==> src/rtl/hamming_encode_arbiter_if.sv <==
// Bus bundle between byte requesters, the shared Hamming encoder arbiter and
// the downstream consumer. The arbiter uses the slave modport.
interface hamming_encode_arbiter_if #(
  parameter int SRC_W = 2
);
  localparam int N_REQ = 1 << SRC_W;

  logic [N_REQ-1:0]   Req;
  logic [8*N_REQ-1:0] Req_Data;
  logic [N_REQ-1:0]   Gnt;
  logic               Out_Valid;
  logic [11:0]        Out_Data;
  logic [SRC_W-1:0]   Out_Src;
  logic               Out_Ready;
  logic               Busy;

  modport master (
    output Req, Req_Data, Out_Ready,
    input  Gnt, Out_Valid, Out_Data, Out_Src, Busy
  );

  modport slave (
    input  Req, Req_Data, Out_Ready,
    output Gnt, Out_Valid, Out_Data, Out_Src, Busy
  );
endinterface

==> src/rtl/hamming_encode_arbiter.sv <==
// Shares one 8->12 bit Hamming encoder between 2**SRC_W byte requesters.
// Define HAMMING_ARB_RR_EN for round-robin arbitration; otherwise fixed priority.
module hamming_encode_arbiter #(
  parameter int SRC_W = 2
) (
  input logic                    Clk,
  input logic                    Reset_B,
  hamming_encode_arbiter_if.slave bus
);
  localparam int N_REQ = 1 << SRC_W;

  function automatic logic [11:0] hamming_enc(input logic [7:0] d);
    logic p1, p2, p3, p4;
    p1 = d[0] ^ d[1] ^ d[3] ^ d[4] ^ d[6];
    p2 = d[0] ^ d[2] ^ d[3] ^ d[5] ^ d[6];
    p3 = d[1] ^ d[2] ^ d[3] ^ d[7];
    p4 = d[4] ^ d[5] ^ d[6] ^ d[7];
    return {d[7], d[6], d[5], d[4], p4, d[3], d[2], d[1], p3, d[0], p2, p1};
  endfunction

  logic [SRC_W-1:0] base;
  logic [SRC_W-1:0] idx;
  logic [SRC_W-1:0] win_idx;
  logic             win_found;
  logic             accept;
  logic [7:0]       win_byte;

  logic             out_valid_q, out_valid_d;
  logic [11:0]      out_data_q,  out_data_d;
  logic [SRC_W-1:0] out_src_q,   out_src_d;
`ifdef HAMMING_ARB_RR_EN
  logic [SRC_W-1:0] ptr_q, ptr_d;
`endif

  // Winner search starts at the round-robin pointer (or index 0) and wraps
  // through the natural SRC_W-bit overflow of the index addition.
  always_comb begin : winner_search
    // NOTE: every variable gets a default before any branch so no latch is inferred.
    win_found = 1'b0;
    win_idx   = '0;
    idx       = '0;
`ifdef HAMMING_ARB_RR_EN
    base = ptr_q;
`else
    base = '0;
`endif
    for (int k = 0; k < N_REQ; k++) begin
      idx = base + SRC_W'(k);
      if (!win_found && bus.Req[idx]) begin
        win_found = 1'b1;
        win_idx   = idx;
      end
    end
  end

  // Gnt is forced low while reset is asserted so the bus shows its reset state.
  assign accept   = Reset_B & win_found & (~out_valid_q | bus.Out_Ready);
  assign win_byte = bus.Req_Data[{win_idx, 3'b000} +: 8];
  assign bus.Gnt  = accept ? (N_REQ'(1) << win_idx) : '0;

  always_comb begin : next_state
    out_valid_d = out_valid_q;
    out_data_d  = out_data_q;
    out_src_d   = out_src_q;
    if (accept) begin
      out_valid_d = 1'b1;
      out_data_d  = hamming_enc(win_byte);
      out_src_d   = win_idx;
    end else if (out_valid_q && bus.Out_Ready) begin
      out_valid_d = 1'b0;
    end
  end

`ifdef HAMMING_ARB_RR_EN
  assign ptr_d = accept ? (win_idx + SRC_W'(1)) : ptr_q;
`endif

  // NOTE: data and source flops are reset too, since they are visible on the bus.
  always_ff @(posedge Clk or negedge Reset_B) begin
    if (!Reset_B) begin
      out_valid_q <= 1'b0;
      out_data_q  <= '0;
      out_src_q   <= '0;
`ifdef HAMMING_ARB_RR_EN
      ptr_q       <= '0;
`endif
    end else begin
      // NOTE: non-blocking assignments so every flop samples pre-edge values.
      out_valid_q <= out_valid_d;
      out_data_q  <= out_data_d;
      out_src_q   <= out_src_d;
`ifdef HAMMING_ARB_RR_EN
      ptr_q       <= ptr_d;
`endif
    end
  end

  assign bus.Out_Valid = out_valid_q;
  assign bus.Out_Data  = out_data_q;
  assign bus.Out_Src   = out_src_q;
  assign bus.Busy      = out_valid_q | (|bus.Req);

endmodule
==> src/flat_wrapper.sv <==
// flat-port wrapper written by rule: the top's interface ports become plain ports
module hamming_encode_arbiter_flat 
#(
  parameter int SRC_W = 2
)
  (Clk, Reset_B, bus_Req, bus_Req_Data, bus_Out_Ready, bus_Gnt, bus_Out_Valid, bus_Out_Data, bus_Out_Src, bus_Busy);
  hamming_encode_arbiter_if #(.SRC_W(SRC_W)) bus_i ();
  input logic Clk;
  input logic Reset_B;
  input wire logic [$bits(bus_i.Req)-1:0] bus_Req;
  input wire logic [$bits(bus_i.Req_Data)-1:0] bus_Req_Data;
  input wire logic [$bits(bus_i.Out_Ready)-1:0] bus_Out_Ready;
  output wire logic [$bits(bus_i.Gnt)-1:0] bus_Gnt;
  output wire logic [$bits(bus_i.Out_Valid)-1:0] bus_Out_Valid;
  output wire logic [$bits(bus_i.Out_Data)-1:0] bus_Out_Data;
  output wire logic [$bits(bus_i.Out_Src)-1:0] bus_Out_Src;
  output wire logic [$bits(bus_i.Busy)-1:0] bus_Busy;
  assign bus_i.Req = bus_Req;
  assign bus_i.Req_Data = bus_Req_Data;
  assign bus_i.Out_Ready = bus_Out_Ready;
  assign bus_Gnt = bus_i.Gnt;
  assign bus_Out_Valid = bus_i.Out_Valid;
  assign bus_Out_Data = bus_i.Out_Data;
  assign bus_Out_Src = bus_i.Out_Src;
  assign bus_Busy = bus_i.Busy;
  hamming_encode_arbiter #(.SRC_W(SRC_W)) u_core (.Clk(Clk), .Reset_B(Reset_B), .bus(bus_i));
endmodule
==> config.mk <==
export PLATFORM = sky130hd
export DESIGN_NAME = hamming_encode_arbiter_flat
export DESIGN_NICKNAME = d
export VERILOG_FILES = /design/src/rtl/hamming_encode_arbiter_if.sv /design/src/rtl/hamming_encode_arbiter.sv /design/src/flat_wrapper.sv
export SDC_FILE = /design/constraint.sdc
export NUM_CORES = 1
export LEC_CHECK = 0
export CAP_MARGIN = 20
export CORE_AREA = 2 2 55 57
export CTS_BUF_LIST = sky130_fd_sc_hd__clkbuf_2
export DETAILED_ROUTE_END_ITERATION = 8
export DIE_AREA = 0 0 57 59
export HOLD_SLACK_MARGIN = 0.03
export PLACE_DENSITY_LB_ADDON = 0.25
export SYNTH_ARGS = -nofsm -noshare
export SYNTH_HDL_FRONTEND = slang
export SYNTH_SLANG_ARGS = --single-unit
==> constraint.sdc <==
create_clock -name Clk -period 1.94 [get_ports Clk]
set_input_delay 0.291 -clock Clk [delete_from_list [all_inputs] [get_ports Clk]]
set_output_delay 0.291 -clock Clk [all_outputs]
set_load 0.02 [all_outputs]
==> impl_metrics.ini <==
[setup_path]
critPathRequiredTime_ns = 1.65
crit_chain = clkdlybuf4s50_1 -> nand2b_1 -> nand3_1 -> nor2_1 -> clkdlybuf4s15_1
start_kind = input pin
slowest_delay_ns = 0.45
criticalPathCategory = input pin to output port
path_max_fanout = 4
end_kind = output port
cpMaxStageDelayCell = clkdlybuf4s50_1
arrival_ns = 1.54

[layout]
stdcell_count = 230
antenna_cells = 0
areaGrowthSynthToFinish_pct = 81.1
drive_gt1_share_pct = 29.6
fin_nets = 239

[synthesis]
synthAdderAreaFrac_pct = 0
synth_edf_count = 0
synth_async_sr_flop_share_pct = 100
avgSynthCellArea_um2 = 9.07
yosysUniqueCellTypes = 35
ys.flop_type = dfrtp_1
synth_warnings = 0
syn-instance-count = 117
synth.largest_area_cell = dfrtp_1
synth_area_leaders = dfrtp_1, mux2i_1, xnor2_1, o21ai_0, nand2_1
netlist_area_um2 = 1060
ys_seq_area_share_pct = 35.4
synth-compound-area-share_pct = 17.7
synthXorXnorAreaFrac_pct = 9.79
synthMuxAreaShare_pct = 11.8
synth_top_family_by_area = simple AND/OR/NAND/NOR gates
synthSimpleGateAreaFrac_pct = 21.6
netlist.area_leader.share_pct = 35.4
synth_fp_nets = 156
synth-seq-cells = 15

[floorplanning]
coreArea_um2 = 2710
dieHeight_um = 59
io_pins = 59
initial_core_util_pct = 39.2
dieArea_um2 = 3360
rows = 19
die_w_um = 57

[sta]
fin_hold_ws_ns = 0.447
tightest_slew_ns = 0.388
fin_crit_sh_pct = 94.2
maxSlewViolCount = 0
skew_ns = 0.0170
slew-limit-headroom_pct = 74.1
rsz0062_at_grt = no
clock.fmax_mhz = 547
finalSetupTns_ns = 0
hold_viol = 0
timing.final.crit_period_ns = 1.83
finalSetupViolCount = 0

[worst_hold_path]
hp-class = input pin to flip-flop

[routing]
first_pass_iters = 2
wirelength_mm = 3.19
vias = 1150
dr.first_iter.drc_count = 13
drtAntennaViolNets = 0
route.detailed.drc = 0
viasPerCell = 5.00
routedWlPerCell_um = 13.9

[clock_network]
cts_buffers = 3
clock_sinks = 15
cts.reportedPaths.clkPinSlew_ns = 0.13
htreeDepth = 1
clk_latency_ns = 0.28
clock_path_buffers = 2
cts_tree = built
cts_root_buf = clkbuf_2

[placed_design]
portBuffers = 58
dpl.hpwl_mm = 2.54
dp_cells = 221
gp_congestion = 0.825

[power]
powerDensity_nw_per_um2 = 621
ir_drop_v = 0.000587
power.leakage_nw = 0.837

[grt]
grt_max_degree = 25
grt_pass1_wl_mm = 5.31
antenna_found_initial = 0
grt-ovfl-total = 0
gr-usage-all-layers_pct = 20.1
grt_pass1_vias = 1220

[run_status]
status = complete, no violations

[job]
max-cap-violations = 0
## power breakdown
| group | leakage (nW) | total [mW] | internal, mW | switching [mW] |
|---|---|---|---|---|
| clock | 0.0164 | 0.146 | 0.0466 | 0.0994 |
| combinational | 0.640 | 0.632 | 0.342 | 0.290 |
| sequential | 0.181 | 0.416 | 0.381 | 0.0348 |
## worst paths after layout
kind / start / to / cells after the start / slack [ns]
worst min-delay path: bus_Req[0] / u_core.bus.Out_Valid$_DFFE_PN0P_ / 5 / 0.45
worst max register to register: u_core.bus.Out_Valid$_DFFE_PN0P_ / u_core.bus.Out_Data[11]$_DFFE_PN0P_ / 4 / 0.53
min in group asynchronous: Reset_B / u_core.bus.Out_Data[8]$_DFFE_PN0P_ / 3 / 0.46
max in group asynchronous: Reset_B / u_core.bus.Out_Src[1]$_DFFE_PN0P_ / 3 / 1.28
worst min register to register: u_core.bus.Out_Src[1]$_DFFE_PN0P_ / u_core.bus.Out_Src[1]$_DFFE_PN0P_ / 2 / 0.50
worst max-delay path: bus_Out_Ready / bus_Gnt[1] / 5 / 0.11
## through the flow
step	power [mW]	instance area (um2)	setup slack, ns	utilization (%)
finish	1.19	1920	0.112	70.9
global route	1.27	1920	0.0221	70.9
CTS	1.20	1900	0.000442	70.0
detailed placement	1.04	1820	-0.552	67.1
global placement	1.02	1820	-0.462	67.1
floorplan	0.723	1070	-0.0644	-
## critical path, delay by kind of cell
kind,cells,cell delay (ns)
and+or+nand+nor,3,0.48
buffers and inverters,2,0.77
## final cells by class
| type | instances | area, um2 |
|---|---|---|
| clock buffers | 3 | 15.0 |
| clock inverters | 1 | 5.00 |
| fillers | 231 | 788 |
| inverters | 2 | 7.51 |
| multi-input cells | 94 | 724 |
| flip-flops and latches | 15 | 375 |
| well taps | 31 | 38.8 |
| repair buffers | 84 | 756 |
## routing by layer
layer	global-route usage, %	wire (um)	vias to the layer above
li1	-	-	579
met1	22.5	1260	524
met2	38.4	1710	43
met3	3.28	180	4
met4	6.98	46	0
met5	0	0	-
## registers in the layout, summed over array words and instances, names as in the netlist
register and flops:
u_core.bus.Out_Src 2, u_core.bus.Out_Data 12, u_core.bus.Out_Valid 1
## cells in the mapped netlist (2+ instances only)
library cell	instances
clkbuf_1	3
mux2_2	4
nor3b_1	4
buf_2	2
o221ai_1	2
xnor2_1	8
mux2i_1	8
nand2b_1	4
o21ai_0	13
nor2_1	9
a22oi_1	2
nand2_1	15
nor2b_1	3
o21ai_1	3
inv_1	2
dfrtp_1	15
xor2_1	2
## kinds of logic after synthesis
group                  after synthesis
multiplexers                        12
flip-flops                          15
AO/OA/AOI/OAI                       27
buffers and inverters                8
XOR/XNOR                            11
AND/OR/NAND/NOR                     44
## placed cells by master (no fill, tap or decap), types with 2 or more instances in the layout
| master | n |
|---|---|
| nor2b_1 | 3 |
| o21ai_1 | 2 |
| nand2_1 | 15 |
| nor2_1 | 9 |
| buf_4 | 25 |
| clkbuf_2 | 5 |
| o221ai_1 | 2 |
| mux2i_1 | 6 |
| or4_4 | 2 |
| dlygate4sd2_1 | 5 |
| nor3b_1 | 2 |
| buf_2 | 2 |
| mux2i_2 | 2 |
| dfrtp_1 | 15 |
| a22oi_2 | 2 |
| xor2_1 | 2 |
| o21ai_0 | 13 |
| xnor2_1 | 8 |
| inv_1 | 2 |
| nand2b_1 | 3 |
| clkdlybuf4s50_1 | 47 |
| mux2_2 | 4 |
| nor3b_2 | 2 |
## what timing repair did
item / 4_1_cts / 5_1_grt
endpoints found under the setup margin: 9 / 8
pin swaps: 4 / 3
hold buffers: 0 / 0
buffers inserted: 5 / 0
resized for setup: 25 / 13
No activity file was read; power rests on OpenSTA's default activity.
